### src/rtl/regs.sv
// -----------------------------------------------------------------------------
// regs : RV32I architectural integer register file
//
// 32 x 32-bit registers. x0 always reads 0 and ignores writes. Two
// combinational read ports feed decode, and one write port is shared between
// execute-stage write-back and a 4-phase debug access port. Write-back always
// wins the write port; a debug request that is blocked too long raises
// dbg_hold_o so the pipeline can suppress write-back and let debug through.
//
// Parameters
//   STARVE_LIMIT  consecutive blocked debug-request cycles before dbg_hold_o
//                 rises (1..15)
//
// Ports
//   clk          core clock, rising-edge
//   rst          asynchronous active-high reset
//   rs1_raddr_i  read address 1          rs1_rdata_o  read data 1 (comb.)
//   rs2_raddr_i  read address 2          rs2_rdata_o  read data 2 (comb.)
//   rd_waddr_i   write-back address      rd_wdata_i   write-back data
//   reg_wen_i    write-back enable
//   dbg_req_i    debug request (4-phase, held until ack seen)
//   dbg_we_i     debug write (1) / read (0), sampled at grant
//   dbg_addr_i   debug register address, sampled at grant
//   dbg_wdata_i  debug write data, sampled at grant
//   dbg_ack_o    debug acknowledge, one registered cycle per access
//   dbg_rdata_o  pre-access register contents, registered, held until next grant
//   dbg_hold_o   registered request to the pipeline to suppress write-back
// -----------------------------------------------------------------------------
module regs #(
  parameter int unsigned STARVE_LIMIT = 4
) (
  input  logic        clk,
  input  logic        rst,
  input  logic [4:0]  rs1_raddr_i,
  input  logic [4:0]  rs2_raddr_i,
  output logic [31:0] rs1_rdata_o,
  output logic [31:0] rs2_rdata_o,
  input  logic [4:0]  rd_waddr_i,
  input  logic [31:0] rd_wdata_i,
  input  logic        reg_wen_i,
  input  logic        dbg_req_i,
  input  logic        dbg_we_i,
  input  logic [4:0]  dbg_addr_i,
  input  logic [31:0] dbg_wdata_i,
  output logic        dbg_ack_o,
  output logic [31:0] dbg_rdata_o,
  output logic        dbg_hold_o
);

  localparam logic [3:0] LIMIT = 4'(STARVE_LIMIT);

  typedef enum logic [1:0] {
    D_IDLE = 2'd0,
    D_ACK  = 2'd1,
    D_WAIT = 2'd2
  } dbg_state_e;

  // Register storage; entry 0 is reset to zero and never written.
  logic [31:0] reg_r [32];

  dbg_state_e  state_r;
  dbg_state_e  state_s;
  logic        grant_s;
  logic        wb_act_s;

  logic        wr_en_s;
  logic [4:0]  wr_addr_s;
  logic [31:0] wr_data_s;

  logic [3:0]  starve_r;
  logic [3:0]  starve_s;

  logic        ack_r;
  logic        hold_r;
  logic [31:0] dbg_rdata_r;

  logic [31:0] rs1_s;
  logic [31:0] rs2_s;

  // Read-port value: x0 is zero, an in-flight write-back to the same register
  // is forwarded, otherwise storage.
  function automatic logic [31:0] read_port(
    input logic [4:0]  addr,
    input logic        wb_act,
    input logic [4:0]  wb_addr,
    input logic [31:0] wb_data,
    input logic [31:0] stored
  );
    logic [31:0] val;
    if (addr == 5'd0) begin
      val = 32'd0;
    end else if (wb_act && (wb_addr == addr)) begin
      val = wb_data;
    end else begin
      val = stored;
    end
    return val;
  endfunction

  // Write-back qualifier: writes to x0 are discarded and never count as
  // occupying the write port, so they do not block debug.
  always_comb begin
    wb_act_s = 1'b0;
    if (reg_wen_i && (rd_waddr_i != 5'd0)) begin
      wb_act_s = 1'b1;
    end else begin
      wb_act_s = 1'b0;
    end
  end

  // Combinational read ports with same-cycle bypass.
  always_comb begin
    rs1_s = read_port(rs1_raddr_i, wb_act_s, rd_waddr_i, rd_wdata_i, reg_r[rs1_raddr_i]);
    rs2_s = read_port(rs2_raddr_i, wb_act_s, rd_waddr_i, rd_wdata_i, reg_r[rs2_raddr_i]);
  end

  assign rs1_rdata_o = rs1_s;
  assign rs2_rdata_o = rs2_s;

  // Debug FSM next state; a grant needs an idle FSM and a free write port.
  always_comb begin
    state_s = state_r;
    grant_s = 1'b0;
    case (state_r)
      D_IDLE: begin
        if (dbg_req_i && !wb_act_s) begin
          grant_s = 1'b1;
          state_s = D_ACK;
        end else begin
          state_s = D_IDLE;
        end
      end
      D_ACK: begin
        state_s = D_WAIT;
      end
      D_WAIT: begin
        // Requester must drop req before another access can start.
        if (!dbg_req_i) begin
          state_s = D_IDLE;
        end else begin
          state_s = D_WAIT;
        end
      end
      default: begin
        state_s = D_IDLE;
      end
    endcase
  end

  // Debug FSM state register.
  always_ff @(posedge clk or posedge rst) begin
    if (rst) begin
      state_r <= D_IDLE;
    end else begin
      state_r <= state_s;
    end
  end

  // Shared write-port mux: write-back first, debug write only on its grant.
  always_comb begin
    wr_en_s   = 1'b0;
    wr_addr_s = 5'd0;
    wr_data_s = 32'd0;
    if (wb_act_s) begin
      wr_en_s   = 1'b1;
      wr_addr_s = rd_waddr_i;
      wr_data_s = rd_wdata_i;
    end else if (grant_s && dbg_we_i && (dbg_addr_i != 5'd0)) begin
      wr_en_s   = 1'b1;
      wr_addr_s = dbg_addr_i;
      wr_data_s = dbg_wdata_i;
    end else begin
      wr_en_s   = 1'b0;
    end
  end

  // Register storage update; reset clears every register.
  always_ff @(posedge clk or posedge rst) begin
    if (rst) begin
      for (int i = 0; i < 32; i++) begin
        reg_r[i] <= 32'd0;
      end
    end else if (wr_en_s) begin
      reg_r[wr_addr_s] <= wr_data_s;
    end
  end

  // Starvation count: consecutive idle cycles where a request is blocked by
  // write-back, saturating at the limit; anything else restarts it.
  always_comb begin
    starve_s = 4'd0;
    if ((state_r == D_IDLE) && dbg_req_i && wb_act_s) begin
      if (starve_r >= LIMIT) begin
        starve_s = LIMIT;
      end else begin
        starve_s = starve_r + 4'd1;
      end
    end else begin
      starve_s = 4'd0;
    end
  end

  // Starvation counter register.
  always_ff @(posedge clk or posedge rst) begin
    if (rst) begin
      starve_r <= 4'd0;
    end else begin
      starve_r <= starve_s;
    end
  end

  // Registered debug outputs. Hold follows the saturated count, so it rises
  // on the edge the limit is reached and falls on the grant edge, where the
  // count clears. Read data is the pre-write contents captured at grant.
  always_ff @(posedge clk or posedge rst) begin
    if (rst) begin
      ack_r       <= 1'b0;
      hold_r      <= 1'b0;
      dbg_rdata_r <= 32'd0;
    end else begin
      ack_r  <= grant_s;
      hold_r <= (starve_s == LIMIT);
      if (grant_s) begin
        dbg_rdata_r <= (dbg_addr_i == 5'd0) ? 32'd0 : reg_r[dbg_addr_i];
      end
    end
  end

  assign dbg_ack_o   = ack_r;
  assign dbg_hold_o  = hold_r;
  assign dbg_rdata_o = dbg_rdata_r;

  regs_checker u_checker (
    .clk         (clk),
    .rst         (rst),
    .rs1_raddr_i (rs1_raddr_i),
    .rs2_raddr_i (rs2_raddr_i),
    .rs1_rdata_o (rs1_s),
    .rs2_rdata_o (rs2_s),
    .dbg_ack_o   (ack_r),
    .dbg_hold_o  (hold_r)
  );

endmodule

// -----------------------------------------------------------------------------
// regs_checker : protocol and invariant assertions for regs
//
// Ports: observation-only copies of the clock, reset, read ports and the
// debug acknowledge/hold outputs.
// -----------------------------------------------------------------------------
module regs_checker (
  input logic        clk,
  input logic        rst,
  input logic [4:0]  rs1_raddr_i,
  input logic [4:0]  rs2_raddr_i,
  input logic [31:0] rs1_rdata_o,
  input logic [31:0] rs2_rdata_o,
  input logic        dbg_ack_o,
  input logic        dbg_hold_o
);

  // Acknowledge is a single-cycle pulse.
  ack_single_pulse: assert property (@(posedge clk) disable iff (rst)
    dbg_ack_o |=> !dbg_ack_o);

  // Hold is dropped on the grant edge, so it can never coexist with ack.
  ack_no_hold: assert property (@(posedge clk) disable iff (rst)
    dbg_ack_o |-> !dbg_hold_o);

  // x0 always reads zero on both ports.
  x0_rs1_zero: assert property (@(posedge clk) disable iff (rst)
    (rs1_raddr_i == 5'd0) |-> (rs1_rdata_o == 32'd0));

  x0_rs2_zero: assert property (@(posedge clk) disable iff (rst)
    (rs2_raddr_i == 5'd0) |-> (rs2_rdata_o == 32'd0));

endmodule
### config.mk
export PLATFORM = sky130hd
export DESIGN_NAME = regs
export DESIGN_NICKNAME = d
export VERILOG_FILES = /design/src/rtl/regs.sv
export SDC_FILE = /design/constraint.sdc
export NUM_CORES = 2
export LEC_CHECK = 0
export ABC_AREA = 1
export BUFFER_PORTS_ARGS = -buffer_cell sky130_fd_sc_hd__buf_2
export CELL_PAD_IN_SITES_DETAIL_PLACEMENT = 0
export CELL_PAD_IN_SITES_GLOBAL_PLACEMENT = 1
export CORE_ASPECT_RATIO = 0.5
export CORE_MARGIN = 1
export CORE_UTILIZATION = 30
export DETAILED_ROUTE_END_ITERATION = 16
export MAX_ROUTING_LAYER = met4
export PLACE_DENSITY_LB_ADDON = 0.1
export SKIP_LAST_GASP = 1
export SLEW_MARGIN = 20
export SYNTH_ARGS = -nofsm -noshare
export SYNTH_HDL_FRONTEND = slang
export SYNTH_SLANG_ARGS = --single-unit
### constraint.sdc
create_clock -name clk -period 47.9 [get_ports clk]
set_input_delay 11.975 -clock clk [delete_from_list [all_inputs] [get_ports clk]]
set_output_delay 11.975 -clock clk [all_outputs]
set_load 0.02 [all_outputs]
# Yosys cells after proc, flatten, opt, wreduce, memory -nomap -nowiden
# Index checks and enable logic that the tools add are counted.
[word_totals]
register_bits = 1064
in_bits = 89
out_inout_bits = 98
elab_cells = 100
[classes]
addsub = 1
magnitude_cmp = 6
n_eq_ne = 5
mux = 31
n_bitwise = 4
n_reduce_logical = 16
[op_table]
columns = ["operator", "count"]
rows = [
  ["$bwmux W1024", 1],
  ["$bmux W32 S5", 3],
  ["$mux W32", 14],
  ["$demux W32 S5", 1],
  ["$ge A6 B6 Y1 const B", 4],
  ["$not A5 Y6", 4],
  ["$logic_not A5 Y1", 3],
  ["$eq A5 B5 Y1", 2],
  ["$mux W5", 2],
  ["$reduce_bool A5 Y1", 2],
  ["$logic_and A1 B1 Y1", 9],
  ["$mux W4", 2],
  ["$lt A6 B1 Y1 const B", 1],
  ["$mux W1", 6],
  ["$pmux W2 S3", 1],
  ["$add A4 B1 Y4 const B", 1],
  ["$eq A4 B3 Y1 const B", 1],
  ["$ge A4 B3 Y1 const B", 1],
  ["$eq A2 B1 Y1 const B", 1],
  ["$eq A2 B2 Y1 const B", 1],
  ["$logic_not A2 Y1", 1],
  ["$mux W2", 1],
  ["$logic_not A1 Y1", 1],
]

# Longest topological paths before layout
[logic_depth]
word_depth = 17
depth_mapped = 13
depth_no_buf = 12

# Worst setup path after synthesis
# No wires, ideal clock.
[synth_timing]
path_type = "in2out"
startpoint = "input rs2_raddr_i[0]"
endpoint = "output rs2_rdata_o[3]"
t_arrival_ns = 13.731
required_ns = 35.925
setup_slack_ns = 22.194
path_stages = 12
n_path_buf = 4
cell_sequence = "clkbuf_1 -> buf_2 -> clkbuf_1 -> clkbuf_1 -> nor2_1 -> nor2_1 -> nand2_1 -> nand3_1 -> nand3_1 -> nand3_1 -> nand3_1 -> a21oi_1"
[synth_between]
elab_chain_cells = 6
elab_cells_between_ends = 9
classes_between = "1 x eq/ne; 5 x mux; 1 x bitwise; 2 x reduce/logical"
[synth_lines]
columns = ["element", "line", "text"]
rows = [
  ["start: declaration", "35", "input logic [4:0] rs2_raddr_i,"],
  ["$not A5 Y6 (implied by the code)", "114", "rs2_s = read_port(rs2_raddr_i, wb_act_s, rd_waddr_i, rd_wdata_i, reg_r[rs2_raddr_i]);"],
  ["$bmux W32 S5", "114", ""],
  ["$mux W32 (implied by the code) (2 in series)", "114", ""],
  ["$mux W32", "92", "end else if (wb_act && (wb_addr == addr)) begin"],
  ["$mux W32 *", "90", "if (addr == 5'd0) begin"],
  ["end: declaration", "37", "output logic [31:0] rs2_rdata_o,"],
]
# Every way passes the cells marked *; elsewhere a longest branch is shown, timed or not. The select of a mux whose other input is x is not followed.

# Final worst setup path
[layout_timing]
startpoint = "input rs2_raddr_i[1]"
endpoint = "output rs2_rdata_o[15]"
# Same word-level chain as after synthesis.

==> results.yml <==
status:
  status: "complete, no violations"
sta:
  rsz0062_at_grt: "false"
  finalHoldViolations: 0
  max_freq_ghz: 0.0346
  clock-skew-final_ns: 0.0331
  fin_crit_ns: 28.93
  slew_violations: 0
  setup_violations: 0
  max_slew_margin: 0.168
  finalCritPeriodShare: 0.604
  finalSetupTns_ns: 0
  tightest_slew_ns: 1.25
global_routing:
  globalRouteTotalUtil: 0.351
  grt_pass1_wl_um: 616000
  grt_pass1_vias: 76121
  grt_overflow: 0
  grt_max_degree: 170
  antenna_found_initial: 21
layout:
  stdcell_count: 14013
  final_common_cell: "nand2_1"
  final_cell_mix: "nand2_1, nand3_1, dfrtp_1"
  drive_gt1_frac: 0.0704
  fin_util: 0.332
  area_growth_pct: 9.64
  fill_cells: 26740
  nNetsFinal: 10753
critical_path:
  timing.rr.start: "state_r[1]"
  critPathLaunchType: "primary input"
  crit_path_top_delay_cell: "buf_4"
  cpMostUsedCell: "nand3_1"
  required_ns: 35.92
  cpLargestDelayFamily: "buffers and inverters"
  slowest_delay_ns: 0.88
  critPathKind: "primary input to output pin"
  critPathArrivalTime_ns: 16.96
  path_max_fanout: 60
  cp-end-kind: "output pin"
  startpoint: "rs2_raddr_i[1]"
  crit_chain: "buf_8 > inv_8 > buf_4 > buf_4 > buf_4 > nand3_1 > nand3_1 > nand3_1 > nand3_1 > nand3_1 > a21oi_1 > buf_2"
  crit_buf_inv: 6
clocking:
  cts_tree: "done"
  cts_setup_buffers: 0
  path_clk_slew_ns: 0.07
  holdBufCountCts: 0
  cts.sinks: 1064
  cts_max_level: 3
  clk_latency_ns: 0.80
  cts.repair.resized: 0
  numCtsBuffers: 121
  clk_path_buf_depth: 3
  root_buffer: "clkbuf_16"
pwr:
  leakage_nw: 38.0
  ir_drop_mv: 0.0291
  p_per_area_nw_per_um2: 42.1
yosys:
  yosys_register_bits: 1064
  avgSynthCellArea_um2: 6.57
  syn-num-nets: 11357
  yosys.area.top_type_share: 0.360
  post-synth-top-area-cell: "dfrtp_1"
  netlist_instances: 11267
  synth_area_leaders: "dfrtp_1, nand3_1, nand2_1, o21ai_0, a21oi_1"
  yosysSeqAreaShare: 0.360
  ys_warn_count: 0
  synth_area_um2: 74000
  yosysUniqueCellTypes: 30
flow_run:
  cap_violations: 0
floorplanning:
  design.die.area_um2: 249000
  initial_utilization: 0.303
  core-area_um2: 244000
  die_h_um: 353
  placementRows: 128
  io_pins: 187
  die_width_um: 704
worst_hold_path:
  hold_path_class: "flip-flop to flip-flop"
  hold_start: "reg_r[996]"
placement:
  place.gp.congestion: 0.865
  portBuffers: 186
  dp_cells: 13790
  hpwlAfterDp_um: 243000
routing:
  ant_nets: 0
  firstDrtPassIters: 6
  drcViolationCount: 0
  finalWirelength_um: 439000
  first_iter_violations: 10443
  wl_per_cell_um: 31.3
  vias: 82152
  vias_per_cell: 5.86
==> Yosys cell counts, drive strengths merged <==
| master | n |
|---|---|
| a21oi | 963 |
| o21ai | 1003 |
| inv | 864 |
| a211oi | 10 |
| nand3 | 2254 |
| o21bai | 480 |
| clkbuf | 814 |
| nor3 | 20 |
| clkinv | 2 |
| xor2 | 4 |
| buf | 331 |
| dfrtp | 1064 |
| xnor2 | 2 |
| nor2 | 148 |
| nand2 | 2878 |
| o211ai | 382 |
| nor4 | 3 |
| or2 | 41 |
| conb | 1 |
| ha | 1 |
| nand4 | 2 |
==> metal layers <==
metal	wire length, µm	track usage
met4	13500	0.0987
met3	37600	0.0613
met1	199000	0.490
met2	189000	0.519
met5	0	-
==> flip-flops by register name, summed over array words and instances, names as in the netlist <==
name	cells
dbg_ack_o	1
starve_r	4
dbg_hold_o	1
state_r	2
reg_r	1024
dbg_rdata_o	32
==> worst reg2reg max path: cells and delay by family (launching register included) <==
kind	cells	cell delay, ns
buffers and inverters	4	2.52
flip-flops	1	0.38
AND/OR/NAND/NOR	8	2.18
==> worst paths after layout <==
check | end | slack [ns] | cells past startpoint
setup reg to reg | reg_r[134] | 42.70 | 12
max in group asynchronous | reg_r[422] | 32.69 | 6
setup / recovery | rs2_rdata_o[15] | 18.97 | 12
hold / removal | reg_r[996] | 0.41 | 0
hold reg to reg | reg_r[996] | 0.41 | 0
min in group asynchronous | reg_r[26] | 11.30 | 2
==> layout make-up <==
cell class	count	area, µm²	share of cell area
Antenna cell	8	20.0	0.000247
Clock buffer	173	3520	0.0433
Clock inverter	42	515	0.00636
Inverter	866	3360	0.0415
Multi-Input combinational cell	8192	40000	0.493
Sequential cell	1064	26600	0.328
Tap cell	3250	4070	0.0501
Timing Repair Buffer	418	3000	0.0370
==> power breakdown <==
| group | internal (W) | total, W | switching [W] |
|---|---|---|---|
| logic | 0.000339 | 0.00112 | 0.000784 |
| registers | 0.00112 | 0.00127 | 0.000146 |
| clock network | 0.000565 | 0.00102 | 0.000457 |
==> per-stage QoR <==
stage	instance area, µm²	total power, W	setup WS (ns)	hold slack, ns
after CTS	81100	0.00339	19.24	0.401
final	81100	0.00341	18.97	0.405
after detailed placement	77100	0.00237	19.25	0.386
after global routing	81100	0.00359	19.01	0.424
after floorplan	74000	0.00198	5.97	0.424
after global placement	77000	0.00237	19.24	0.392
==> cell families after synthesis <==
family	after synthesis	share of synthesized area
XOR/XNOR	6	0.000710
other	1	0.0000507
adder cells (fa/ha/maj)	1	0.000169
AND/OR/NAND/NOR	5346	0.312
buffers and inverters	2011	0.105
flip-flops	1064	0.360
AO/OA/AOI/OAI	2838	0.222
Note: power is estimated with default switching activity, not from simulation.
